## src/rtl/if_stage_pkg.sv

```systemverilog
// Shared pipeline widths and stall encodings.
// Imported by the fetch stage and its neighbours.
package if_stage_pkg;

  localparam int StallBus    = 6;
  localparam int IF_TO_ID_WD = 33;
  localparam int BR_WD       = 33;

  localparam logic Stop   = 1'b1;
  localparam logic NoStop = 1'b0;

endpackage

```

## src/rtl/if_stage.sv

```systemverilog
// Instruction fetch stage: PC sequencing,
// stall hold and deferred branch redirect.
module if_stage
  import if_stage_pkg::*;
#(
  parameter logic [31:0] RESET_PC = 32'hBFC0_0000
) (
  input  logic                   clk,
  input  logic                   rst,
  input  logic [StallBus-1:0]    stall,
  input  logic [BR_WD-1:0]       br_bus,
  output logic [IF_TO_ID_WD-1:0] if_to_id_bus,
  output logic                   inst_sram_en,
  output logic [3:0]             inst_sram_wen,
  output logic [31:0]            inst_sram_addr,
  output logic [31:0]            inst_sram_wdata
);

  typedef enum logic [1:0] {
    S_RESET = 2'd0,
    S_RUN   = 2'd1,
    S_HOLD  = 2'd2
  } state_t;

  state_t      r_state;
  logic [31:0] r_pc;
  logic        r_ce;
  logic        r_pend_v;
  logic [31:0] r_pend_addr;

  state_t      w_state_nxt;
  logic [31:0] w_pc_nxt;
  logic        w_ce_nxt;
  logic        w_pend_v_nxt;
  logic [31:0] w_pend_addr_nxt;

  logic        w_br_e;
  logic [31:0] w_br_addr;
  logic [31:0] w_next_pc;
  logic        w_hold;
  logic        w_unused;

  assign w_br_e    = br_bus[32];
  assign w_br_addr = br_bus[31:0];
  assign w_hold    = (stall[0] == Stop);

  // IF/ID hold is applied downstream.
  assign w_unused = ^stall[StallBus-1:1];

  // Redirect beats a deferred redirect,
  // which beats sequential fetch.
  assign w_next_pc = w_br_e   ? w_br_addr   :
                     r_pend_v ? r_pend_addr :
                                r_pc + 32'd4;

  // Next-state and next-register selection.
  always_comb begin
    w_state_nxt     = r_state;
    w_pc_nxt        = r_pc;
    w_ce_nxt        = r_ce;
    w_pend_v_nxt    = r_pend_v;
    w_pend_addr_nxt = r_pend_addr;
    unique case (r_state)
      S_RESET: begin
        w_pc_nxt    = RESET_PC;
        w_ce_nxt    = 1'b1;
        w_state_nxt = S_RUN;
      end
      S_RUN, S_HOLD: begin
        if (!w_hold) begin
          w_pc_nxt     = w_next_pc;
          w_pend_v_nxt = 1'b0;
          w_state_nxt  = S_RUN;
        end else begin
          w_state_nxt = S_HOLD;
          if (w_br_e) begin
            w_pend_v_nxt    = 1'b1;
            w_pend_addr_nxt = w_br_addr;
          end
        end
      end
      default: begin
        w_state_nxt = S_RESET;
      end
    endcase
  end

  // State register with synchronous active-low reset.
  always_ff @(posedge clk) begin
    if (!rst) begin
      r_state     <= S_RESET;
      r_pc        <= RESET_PC - 32'd4;
      r_ce        <= 1'b0;
      r_pend_v    <= 1'b0;
      r_pend_addr <= 32'h0;
    end else begin
      r_state     <= w_state_nxt;
      r_pc        <= w_pc_nxt;
      r_ce        <= w_ce_nxt;
      r_pend_v    <= w_pend_v_nxt;
      r_pend_addr <= w_pend_addr_nxt;
    end
  end

  assign inst_sram_en    = r_ce;
  assign inst_sram_addr  = r_pc;
  assign inst_sram_wen   = 4'b0000;
  assign inst_sram_wdata = 32'h0;
  assign if_to_id_bus    = {r_ce, r_pc};

endmodule

```

## config.mk

```make
export PLATFORM = sky130hd
export DESIGN_NAME = if_stage
export DESIGN_NICKNAME = d
export VERILOG_FILES = /design/src/rtl/if_stage_pkg.sv /design/src/rtl/if_stage.sv
export SDC_FILE = /design/constraint.sdc
export NUM_CORES = 1
export LEC_CHECK = 0
export CAP_MARGIN = 40
export CORE_MARGIN = 5
export CORE_UTILIZATION = 40
export CTS_CLUSTER_DIAMETER = 50
export DETAILED_ROUTE_END_ITERATION = 12
export PLACE_DENSITY = 0.79
export SKIP_CTS_REPAIR_TIMING = 1
export SYNTH_ARGS = -nofsm -noshare
export SYNTH_HDL_FRONTEND = slang
export SYNTH_SLANG_ARGS = --single-unit
```

## constraint.sdc

```tcl
create_clock -name clk -period 5.29 [get_ports clk]
set_input_delay 0.529 -clock clk [delete_from_list [all_inputs] [get_ports clk]]
set_output_delay 0.529 -clock clk [all_outputs]
set_load 0.02 [all_outputs]
```

==> results of run 1 <==
cell usage after synthesis, types with 4 or more instances:
library cell | count | share of area, %
xnor2_1 | 8 | 1.6
nand3_1 | 16 | 1.9
inv_1 | 8 | 0.70
nand2b_1 | 13 | 1.9
nor4_1 | 6 | 0.88
o21ai_0 | 22 | 2.6
a22oi_1 | 8 | 1.4
nor3_1 | 8 | 0.94
o22ai_1 | 4 | 0.59
dfxtp_1 | 68 | 32
clkbuf_1 | 22 | 1.9
o211ai_1 | 20 | 3.5
buf_4 | 69 | 12
o311ai_0 | 5 | 1.0
mux2i_1 | 12 | 2.8
nand4_1 | 10 | 1.5
o31a_1 | 6 | 1.2
nor2_1 | 17 | 1.5
a21oi_1 | 19 | 2.2
o21a_1 | 4 | 0.70
a21boi_0 | 33 | 5.8
and4_1 | 5 | 1.0
and3_1 | 5 | 0.73
nand2_1 | 94 | 8.3
and2_1 | 5 | 0.73
nor2b_1 | 4 | 0.59
xor2_1 | 5 | 1.0
buf_2 | 10 | 1.2
path summary, 6_finish.rpt:
| path | slack [ps] | cells after the start | end | startpoint |
|---|---|---|---|---|
| setup / recovery | 2510 | 6 | inst_sram_addr[15] | br_bus[32] |
| hold / removal | 460 | 2 | r_pend_addr[20] | r_pend_addr[20] |
| setup reg to reg | 2590 | 5 | inst_sram_addr[17] | r_pend_v |
| hold reg to reg | 460 | 2 | r_pend_addr[20] | r_pend_addr[20] |
metal layers:
metal | vias to the layer above | share of wire (%) | GRT usage, % | routed length, um
met3 | 18 | 8.2 | 3.66 | 1020
li1 | 1925 | - | - | -
met5 | - | 0 | 0 | 0
met1 | 1975 | 42 | 23.6 | 5170
met2 | 214 | 49 | 31.2 | 6030
met4 | 0 | 1.1 | 7.61 | 131
state kept, by name (all words and copies together), names as in the netlist:
register and cells:
inst_sram_addr 32, r_pend_addr 32, r_state 2, inst_sram_en 1
r_pend_v 1
power breakdown:
part	internal, mW	switching [mW]	total [mW]
Sequential	0.565	0.0919	0.657
Clock	0.360	0.214	0.574
Combinational	0.288	0.378	0.666
layout make-up:
type,count,area (um^2)
Inverter,9,33.8
Clock inverter,7,139
Multi-Input combinational cell,401,2350
Sequential cell,68,1360
Fill cell,974,5120
Timing Repair Buffer,107,1070
Tap cell,136,170
Clock buffer,9,124
per-stage QoR:
stage | instances | hold slack [ps]
floorplan | 582 | 438
global placement | 719 | 450
global route | 737 | 488
CTS | 737 | 470
finish | 737 | 464
detailed placement | 721 | 457
worst register-to-register path: cells and delay by family (launching register included):
| kind | cells | cell delay [ps] |
|---|---|---|
| compound gates | 4 | 1050 |
| buf+inv | 1 | 660 |
| flops | 1 | 860 |
cell families after synthesis:
logic type      Yosys count  share of synthesized area (%)
flops                    68                           31.8
simple gates            192                           21.7
fa+ha+maj                 3                          0.878
buf+inv                 113                           16.3
xor+xnor                 13                           2.66
mux                      12                           2.81
compound gates          145                           23.7
other cells               1                         0.0877
==> flow_summary.json, run 1 <==
{
  "die_y_um": 113,
  "rsz0062_at_grt": "no",
  "stdcell_area_um2": 5250,
  "tightest_slew_ps": 897,
  "grt_usage_pct": 18.6,
  "fp.coreArea_um2": 10400,
  "diodes": 0,
  "path_cells": "clkdlybuf4s50_1 > buf_4 > clkinv_1 > nor2_1 > a22oi_1 > o211ai_1",
  "status": "finished clean",
  "clock_skew_ps": 12.1,
  "mostFrequentLayoutCells": "clkdlybuf4s50_1, nand2_1, dfxtp_1",
  "crit_fanout": 46,
  "path_clk_slew_ps": 80,
  "numCtsBuffers": 9,
  "via_count": 4132,
  "critPathSlowestCell": "clkinv_1",
  "slew_violations": 0,
  "worstPathArrival_ps": 3060,
  "start_kind": "input port",
  "wl_um": 12300,
  "powerDensity_nw_per_um2": 361,
  "slew_headroom_pct": 40.1,
  "die_x_um": 113,
  "dieArea_um2": 12900,
  "setup_ws_ps": 2510,
  "yosysSeqAreaShare_pct": 31.8,
  "placed_cell_area_um2": 4990,
  "ys.flop_type": "dfxtp_1",
  "cts_tree": "built",
  "grt_antenna_before_repair": 0,
  "grt_max_degree": 59,
  "setup_viol": 0,
  "critical_path.top_delay_family": "buffers and inverters",
  "antenna_left": 0,
  "drive_gt1_share_pct": 4.49,
  "fin_util_pct": 50.6,
  "fin_crit_ps": 2780,
  "fin_crit_sh_pct": 52.5,
  "clk-insertion-delay-late_ps": 350,
  "grt_pass1_wl_um": 19800,
  "final_nets": 640,
  "worst-path-buf-inv": 3,
  "dpl.hpwl_um": 8590,
  "synth_edf_count": 0,
  "tns_ps": 0,
  "ioPinCount": 143,
  "ir_drop_mv": 0.180,
  "p_leak_nw": 2.00,
  "synthDistinctLibCells": 54,
  "drt_iter0_markers": 275,
  "total_power_mw": 1.90,
  "cts_root_buffer": "clkbuf_8",
  "timing_hold_violations_final": 0,
  "drc": 0,
  "synth-seq-cells": 68,
  "async_reset_ff_share_pct": 0,
  "clock_sinks": 68,
  "hp-class": "reg2reg",
  "cts_max_path_buffers": 2,
  "fmax_ghz": 0.360,
  "via_per_inst": 5.61,
  "crit_required_ps": 5570,
  "path_class": "in2reg",
  "avgSynthCellArea_um2": 7.82,
  "pre_cts_ws_ps": 2150,
  "rows": 37,
  "syn_to_final_growth_pct": 22.7,
  "grt_pass1_vias": 4096,
  "port_buffers": 101,
  "grt.overflow.total": 0,
  "slowest_delay_ps": 690,
  "cap_violations": 0,
  "start_util_pct": 41.2,
  "syn_area_um2": 4280,
  "synth_cells": 547,
  "htreeDepth": 3,
  "avgRoutedWirePerCell_um": 16.7,
  "gp_congestion": 0.910,
  "end_kind": "flip-flop",
  "dr.pass1.iters": 5,
  "final_common_cell": "clkdlybuf4s50_1",
  "yosysWarnings": 0
}
Power figures use the tool's default switching activity.
==> run 2: changes to the inputs <==
clock period = 2.7 ns   (was 5.29 ns; I/O delays follow)
==> run 2 against run 1 <==
Cell count rose by 1.1%. Clock power rose by 43%. Combinational power rose by 100%. Routed wire length fell by 3.6%. Critical path depth rose by 1. Global-route usage fell by 0.61 points. Via count rose by 0.27%. Setup slack got worse by 2200 ps. Power rose by 81%.
==> flow_summary.json, run 2 (synthesis results as in run 1) <==
{
  "grt_max_degree": 46,
  "clock_skew_ps": 13.2,
  "grt_antenna_before_repair": 0,
  "globalRouteMet3Util_pct": 4.40,
  "grt_pass1_wl_um": 19200,
  "final_nets": 649,
  "start_util_pct": 41.2,
  "worst_r2r_endpoint": "inst_sram_addr[18]",
  "status": "finished clean",
  "fp.coreArea_um2": 10400,
  "syn_to_final_growth_pct": 22.8,
  "hp-class": "in2reg",
  "worstPathArrival_ps": 2600,
  "gp_congestion": 0.864,
  "use_met1_pct": 22.5,
  "ioPinCount": 143,
  "htreeDepth": 3,
  "comb_power_share_pct": 39.0,
  "pre_cts_ws_ps": 411,
  "regArea_um2": 1360,
  "p_sw_mw": 1.29,
  "via_per_inst": 5.56,
  "final_common_cell": "clkdlybuf4s50_1",
  "drc": 0,
  "r2r_start": "r_state[1]",
  "dieArea_um2": 12900,
  "clk-insertion-delay-late_ps": 340,
  "fin_crit_sh_pct": 87.9,
  "drt_iter0_markers": 250,
  "via_count": 4143,
  "grt.overflow.total": 0,
  "clkPwrFrac_pct": 23.9,
  "rows": 37,
  "p_leak_nw": 2.01,
  "port_buffers": 101,
  "die_x_um": 113,
  "crit_required_ps": 2930,
  "avgRoutedWirePerCell_um": 16.0,
  "tightest_slew_ps": 652,
  "setup_ws_ps": 328,
  "clock_sinks": 68,
  "p_int_mw": 2.14,
  "fin_crit_ps": 2370,
  "die_y_um": 113,
  "ff2ff_setup_slack_ps": 330,
  "drive_gt1_share_pct": 5.25,
  "timing_hold_violations_final": 0,
  "hold_path_depth": 2,
  "rsz0062_at_grt": "no",
  "end_kind": "flip-flop",
  "busiest_layer": "met2",
  "dr.pass1.iters": 5,
  "crit_fanout": 13,
  "slew_violations": 0,
  "mostFrequentLayoutCells": "clkdlybuf4s50_1, nand2_1, dfxtp_1",
  "cts_tree": "built",
  "path_clk_slew_ps": 70,
  "dpl.hpwl_um": 8600,
  "cts_root_buffer": "clkbuf_8",
  "powerDensity_nw_per_um2": 652,
  "use_met2_pct": 30.4,
  "ff2ff_path_depth": 7,
  "start_kind": "flip-flop",
  "ir_drop_mv": 0.284,
  "slew_headroom_pct": 56.6,
  "grt_pass1_vias": 3936,
  "setup_viol": 0,
  "antenna_left": 0,
  "wl_um": 11900,
  "hold_start": "rst",
  "cts_max_path_buffers": 2,
  "seqPwrFrac_pct": 37.1,
  "hold_end": "inst_sram_addr[28]",
  "path_class": "reg2reg",
  "diodes": 0,
  "numCtsBuffers": 9,
  "grt_usage_pct": 18.0,
  "swShare_pct": 37.6,
  "multi_input_area_um2": 2350,
  "fmax_ghz": 0.422,
  "cap_violations": 0,
  "fill_cells": 987,
  "tns_ps": 0
}
[run 2: routing by layer]
layer | up-vias | part of all wire, % | wire length (um)
met4 | 0 | 1.7 | 203
li1 | 1949 | - | -
met3 | 22 | 8.8 | 1050
met5 | - | 0 | 0
met2 | 211 | 47 | 5640
met1 | 1961 | 42 | 5010
[run 2: area by class of cell]
cell class,instances,area share [%]
timing repair buffer,116,21.9
tap,136,3.24
inverter,9,0.643
multi-input combinational,401,44.8
clock inverter,2,0.667
sequential,68,25.9
clock buffer,13,2.84
[run 2: worst max-delay path, cell delays in order (launching register included)]
cell and delay, ps:
dfxtp_1 350, inv_1 70, ha_1 490, nor2b_1 250, buf_4 250, a21o_1 360, o21ai_0 170, a211o_1 310
[run 2: how the worst max path moves through the flow]
stage                       from                  to  slack (ps)
6_report              r_state[1]  inst_sram_addr[18]         330
5_1_grt               r_state[1]  inst_sram_addr[18]         210
4_1_cts               r_state[1]  inst_sram_addr[18]         370
3_5_place_dp          r_state[1]  inst_sram_addr[18]         410
3_3_place_gp          r_state[0]  inst_sram_addr[26]         320
2_1_floorplan  inst_sram_addr[2]  inst_sram_addr[30]         740
[run 2: per-stage QoR]
stage	total power, mW	instance area, um^2	util [%]	cells	hold WS, ps
5_1_grt	3.61	5250	50.6	745	465
3_3_place_gp	2.57	5050	48.7	729	446
3_5_place_dp	2.61	5070	48.9	730	455
4_1_cts	3.43	5250	50.6	745	411
2_1_floorplan	2.19	4410	-	582	415
6_report	3.42	5250	50.6	745	437
[run 2: power groups by stage]
stage | clock, mW | sequential (mW) | combinational [mW]
6_report | 0.818 | 1.27 | 1.34
5_1_grt | 0.879 | 1.29 | 1.44
4_1_cts | 0.832 | 1.27 | 1.33
3_5_place_dp | 0 | 1.29 | 1.32
3_3_place_gp | 0 | 1.28 | 1.29
2_1_floorplan | 0 | 1.33 | 0.859
